<file path="src/rtl/analysis_driver.sv">
// ============================================================================
//  Module      : analysis_driver
//  Description : Steers an external analysis FSM into a requested state by
//                driving its a/b inputs, while tracking that FSM in a local
//                shadow copy. Optional output-consistency checker compares
//                the FSM's Mealy output with the shadow prediction.
//  Config      : define ANALYSIS_DRIVER_CHECK_EN to enable the sticky
//                mismatch checker (output_y / clear_err are otherwise unused).
//  Revision    : 1.0 - initial release
// ============================================================================
`default_nettype none

module analysis_driver (
  input  logic       clock,
  input  logic       reset,
  input  logic       req_valid,
  input  logic [1:0] req_target,
  output logic       req_ready,
  output logic       input_a,
  output logic       input_b,
  input  logic [1:0] output_y,
  output logic       done,
  output logic [1:0] shadow_state,
  output logic       mismatch,
  input  logic       clear_err
);

  typedef enum logic [0:0] {
    IDLE = 1'b0,
    STEP = 1'b1
  } state_t;

  state_t     r_state;
  logic [1:0] r_shadow;
  logic [1:0] r_target;
  logic [1:0] w_ab;
  logic       w_done;

  // Next state of the analysis FSM for a given state and {a,b} input.
  function automatic logic [1:0] fsm_next(input logic [1:0] s, input logic [1:0] ab);
    logic [1:0] n;
    n = 2'b00;
    case (s)
      2'b00: n = ab;
      2'b01: n = ab[1] ? 2'b10 : 2'b00;
      2'b10: begin
        case (ab)
          2'b00:   n = 2'b00;
          2'b01:   n = 2'b01;
          2'b10:   n = 2'b10;
          default: n = 2'b01;
        endcase
      end
      default: n = 2'b01;
    endcase
    return n;
  endfunction

  // Mealy output of the analysis FSM for a given state and {a,b} input.
  function automatic logic [1:0] fsm_y(input logic [1:0] s, input logic [1:0] ab);
    logic [1:0] y;
    y = 2'b00;
    case (s)
      2'b00, 2'b01: begin
        case (ab)
          2'b00:   y = 2'b00;
          2'b01:   y = 2'b01;
          default: y = 2'b10;
        endcase
      end
      2'b10: begin
        case (ab)
          2'b00:   y = 2'b00;
          2'b01:   y = 2'b01;
          2'b10:   y = 2'b10;
          default: y = 2'b01;
        endcase
      end
      default: y = 2'b01;
    endcase
    return y;
  endfunction

  // Lowest-encoded input that reaches the target in one step; 00 if none
  // does, which always lands on 00 or 01 from where the target is one hop.
  function automatic logic [1:0] hop(input logic [1:0] s, input logic [1:0] t);
    logic [1:0] h;
    h = 2'b00;
    if      (fsm_next(s, 2'b00) == t) h = 2'b00;
    else if (fsm_next(s, 2'b01) == t) h = 2'b01;
    else if (fsm_next(s, 2'b10) == t) h = 2'b10;
    else if (fsm_next(s, 2'b11) == t) h = 2'b11;
    return h;
  endfunction

  // Drive selection and completion detect, purely from control state,
  // shadow and captured target.
  always_comb begin
    w_ab   = 2'b00;
    w_done = 1'b0;
    if (r_state == STEP) begin
      if (r_shadow == r_target) begin
        w_done = 1'b1;
      end else begin
        w_ab = hop(r_shadow, r_target);
      end
    end
  end

  // Control FSM plus shadow tracking of the driven analysis FSM.
  always_ff @(posedge clock or negedge reset) begin
    if (!reset) begin
      r_state  <= IDLE;
      r_shadow <= 2'b00;
      r_target <= 2'b00;
    end else begin
      r_shadow <= fsm_next(r_shadow, w_ab);
      case (r_state)
        IDLE: begin
          if (req_valid) begin
            r_target <= req_target;
            r_state  <= STEP;
          end
        end
        STEP: begin
          if (w_done) begin
            r_state <= IDLE;
          end
        end
        default: r_state <= IDLE;
      endcase
    end
  end

  assign req_ready    = (r_state == IDLE);
  assign input_a      = w_ab[1];
  assign input_b      = w_ab[0];
  assign done         = w_done;
  assign shadow_state = r_shadow;

`ifdef ANALYSIS_DRIVER_CHECK_EN
  logic       r_mismatch;
  logic [1:0] w_exp_y;

  assign w_exp_y = fsm_y(r_shadow, w_ab);

  // Sticky error: a disagreeing output sets it, and setting wins over clearing.
  always_ff @(posedge clock or negedge reset) begin
    if (!reset) begin
      r_mismatch <= 1'b0;
    end else if (output_y != w_exp_y) begin
      r_mismatch <= 1'b1;
    end else if (clear_err) begin
      r_mismatch <= 1'b0;
    end
  end

  assign mismatch = r_mismatch;
`else
  logic w_unused;

  assign w_unused = ^{output_y, clear_err, fsm_y(r_shadow, w_ab)};
  assign mismatch = 1'b0;
`endif

endmodule

`default_nettype wire

</file>
<file path="config.mk">
export PLATFORM = sky130hd
export DESIGN_NAME = analysis_driver
export DESIGN_NICKNAME = d
export VERILOG_FILES = /design/src/rtl/analysis_driver.sv
export SDC_FILE = /design/constraint.sdc
export NUM_CORES = 1
export LEC_CHECK = 0
export CAP_MARGIN = 20
export CORE_AREA = 2 2 39 41
export DETAILED_ROUTE_END_ITERATION = 16
export DIE_AREA = 0 0 41 43
export PLACE_DENSITY_LB_ADDON = 0.08
export SLEW_MARGIN = 10
export SYNTH_ARGS = -nofsm -noshare
export SYNTH_HDL_FRONTEND = slang
export SYNTH_SLANG_ARGS = --single-unit
</file>
<file path="constraint.sdc">
create_clock -name clock -period 1.05 [get_ports clock]
set_input_delay 0.1575 -clock clock [delete_from_list [all_inputs] [get_ports clock]]
set_output_delay 0.1575 -clock clock [all_outputs]
set_load 0.01 [all_outputs]
</file>
==> impl_metrics.py <==
metrics = {
    "status": {
        "status": "finished with violations",
        "violations": "setup timing",
    },
    "critical_path": {
        "worst-endpoint-required_ns": 0.89,
        "cp-start-kind": "flip-flop",
        "end_kind": "primary output",
        "rrSetupSlack_ns": -0.06,
        "arrival_ns": 1.16,
        "worst-path-max-fanout": 4,
        "path_class": "flip-flop to primary output",
    },
    "die": {
        "die-area_um2": 1763,
        "die_h_um": 43,
        "start_util_pct": 18.08,
        "ios": 15,
        "core_um2": 1384,
        "rows": 14,
        "fp.dieW_um": 41,
    },
    "finish": {
        "fin_nets": 64,
        "diodes": 0,
        "final_cell_mix": "12 x buf_6, 9 x buf_4, 4 x clkdlybuf4s50_1, 4 x dfrtp_2",
        "final_common_cell": "buf_6",
        "syn_to_final_growth_pct": 152.5,
        "final_cells": 71,
        "drive_gt1_share_pct": 78.18,
    },
    "synth": {
        "synth_top_cells_by_area": "dfrtp_1 50%, mux2_1 9.0%, xnor2_1 7.0%",
        "synth_cells": 24,
        "synth_seq_cells": 5,
        "synth_top_area_share_pct": 50.00,
        "syn-num-nets": 32,
        "synth.cell_area_um2": 250.2,
        "ys_warn_count": 0,
        "yosysSeqAreaShare_pct": 50.00,
        "ys_types": 15,
        "yosysTopAreaCell": "dfrtp_1",
        "post_synth.cell_area_avg_um2": 10.43,
    },
    "clock_network": {
        "cts_buffers": 3,
        "clkTransAtPathRegs_ns": 0.04,
        "cts_sinks": 5,
        "cts_max_level": 1,
        "max-clock-path-buffers": 2,
        "holdBufCountCts": 0,
        "clock_latency_ns": 0.23,
        "cts_root_buf": "clkbuf_4",
        "cts_tree": "built",
    },
    "routing": {
        "drt-wirelength-per-cell_um": 10.80,
        "wl_um": 767,
        "drc": 0,
        "vias": 279,
        "antenna_left": 0,
        "drtIter0Drc": 0,
        "via_per_inst": 3.930,
        "firstDrtPassIters": 1,
    },
    "timing": {
        "fin_ws_ns": -0.2716,
        "hold_viol_final": 0,
        "finalClockSkew_ns": 0.0008118,
        "finalCritPeriodShare_pct": 125.9,
        "slew_viol_final": 0,
        "fmax_mhz": 756.7,
        "setup_viol": 9,
        "fin_crit_ns": 1.322,
        "rsz0062_at_grt": "true",
    },
    "power_and_ir_drop": {
        "ir_drop_uv": 1337,
        "p_leak_nw": 0.2956,
        "powerDensity_nw_per_um2": 3438,
    },
    "global_route": {
        "grt_max_degree": 6,
        "grt_pass1_wl_um": 1173,
        "overflow": 0,
        "antenna_found_initial": 0,
        "grt_pass1_vias": 302,
        "track_usage_pct": 10.10,
    },
    "worst_hold_path": {
        "min_path_type": "input port to async pin",
    },
    "place": {
        "dp_slack_ns": -0.4474,
        "place_hpwl_um": 513.6,
        "globalplace.congestion": 0.6469,
        "port_buffers": 10,
        "dp.cells": 59,
    },
    "flow_run": {
        "maxCapViolations": 0,
    },
}
-- Yosys cell counts --
| cell | count |
|---|---|
| a211oi_1 | 2 |
| a31oi_1 | 1 |
| and2_1 | 1 |
| and3_1 | 1 |
| buf_4 | 1 |
| conb_1 | 1 |
| dfrtp_1 | 5 |
| inv_1 | 1 |
| mux2_1 | 2 |
| nand2_1 | 3 |
| nor2_1 | 1 |
| nor2b_2 | 1 |
| nor3_1 | 1 |
| o31ai_1 | 1 |
| xnor2_1 | 2 |
-- sequential cells by signal (all words and copies together) (netlist names) --
| name | cells |
|---|---|
| r_state | 1 |
| shadow_state | 2 |
| r_target | 2 |
-- stage by stage --
stage | setup TNS [ns] | util, % | cell area (um2) | hold WS, ns | power, W
3_3_place_gp | -2.226 | 32.01 | 442.9 | 0.3945 | 0.001303
5_1_grt | -1.681 | 45.66 | 631.9 | 0.1569 | 0.002346
3_5_place_dp | -2.323 | 32.01 | 442.9 | 0.4041 | 0.001317
4_1_cts | -1.140 | 40.51 | 560.5 | 0.1465 | 0.001883
6_report | -1.106 | 45.66 | 631.9 | 0.1424 | 0.002172
2_1_floorplan | 0 | - | 255.2 | -0.1381 | 0.0007070
-- timing repair --
item | 4_1_cts | 5_1_grt
setup buffers | 7 | 2
setup endpoints to repair | 9 | 10
resized for setup | 39 | 17
pin swaps | 4 | 4
-- worst max-delay path, cell delays in order, from the launching register on --
cell,delay [ns]
dfrtp_2,0.44
xnor2_2,0.18
and3_1,0.18
buf_2,0.13
-- where the power goes --
group | switching (W) | total (W) | leakage [nW] | internal [W]
logic | 0.000536 | 0.00152 | 0.225 | 0.000980
clock network | 0.0000688 | 0.000212 | 0.0150 | 0.000143
registers | 0.000148 | 0.000445 | 0.0554 | 0.000297
total | 0.000753 | 0.00217 | 0.296 | 0.00142
-- worst paths after layout --
kind,start,to,cells after the start
min reg2reg,r_target[1],r_target[1],1
max in group asynchronous,reset,r_target[1],1
max reg2reg,r_state,r_target[1],3
max,shadow_state[0],done,3
min,reset,shadow_state[1],1
min in group clock,req_target[1],r_target[1],2
-- per-layer routing --
metal	up-vias	track usage [%]	wire length, um
met2	7	15.63	473
li1	142	-	-
met5	-	0	0
met1	130	11.48	257
met4	0	8.000	0
met3	0	1.571	36
-- logic make-up (layout without fill, tap and decap cells) --
| kind of cell | count (synthesis) | in the layout | share of synthesized area [%] |
|---|---|---|---|
| muxes | 2 | 2 | 8.999 |
| DFF | 5 | 5 | 50.00 |
| buffers and inverters | 2 | 33 | 4.500 |
| other | 1 | 1 | 1.499 |
| AOI/OAI and AO/OA | 4 | 4 | 11.50 |
| and+or+nand+nor | 8 | 8 | 16.50 |
| xor gates and xnor gates | 2 | 2 | 7.001 |
-- layout make-up --
| type | count | area (um2) |
|---|---|---|
| repair buffers | 28 | 257.7 |
| clock buffers | 4 | 26.28 |
| fillers | 131 | 752.0 |
| inverters | 1 | 3.754 |
| well taps | 16 | 20.02 |
| flip-flops and latches | 5 | 130.1 |
| multi-input cells | 17 | 193.9 |
Note: power is estimated with default switching activity, not from simulation.
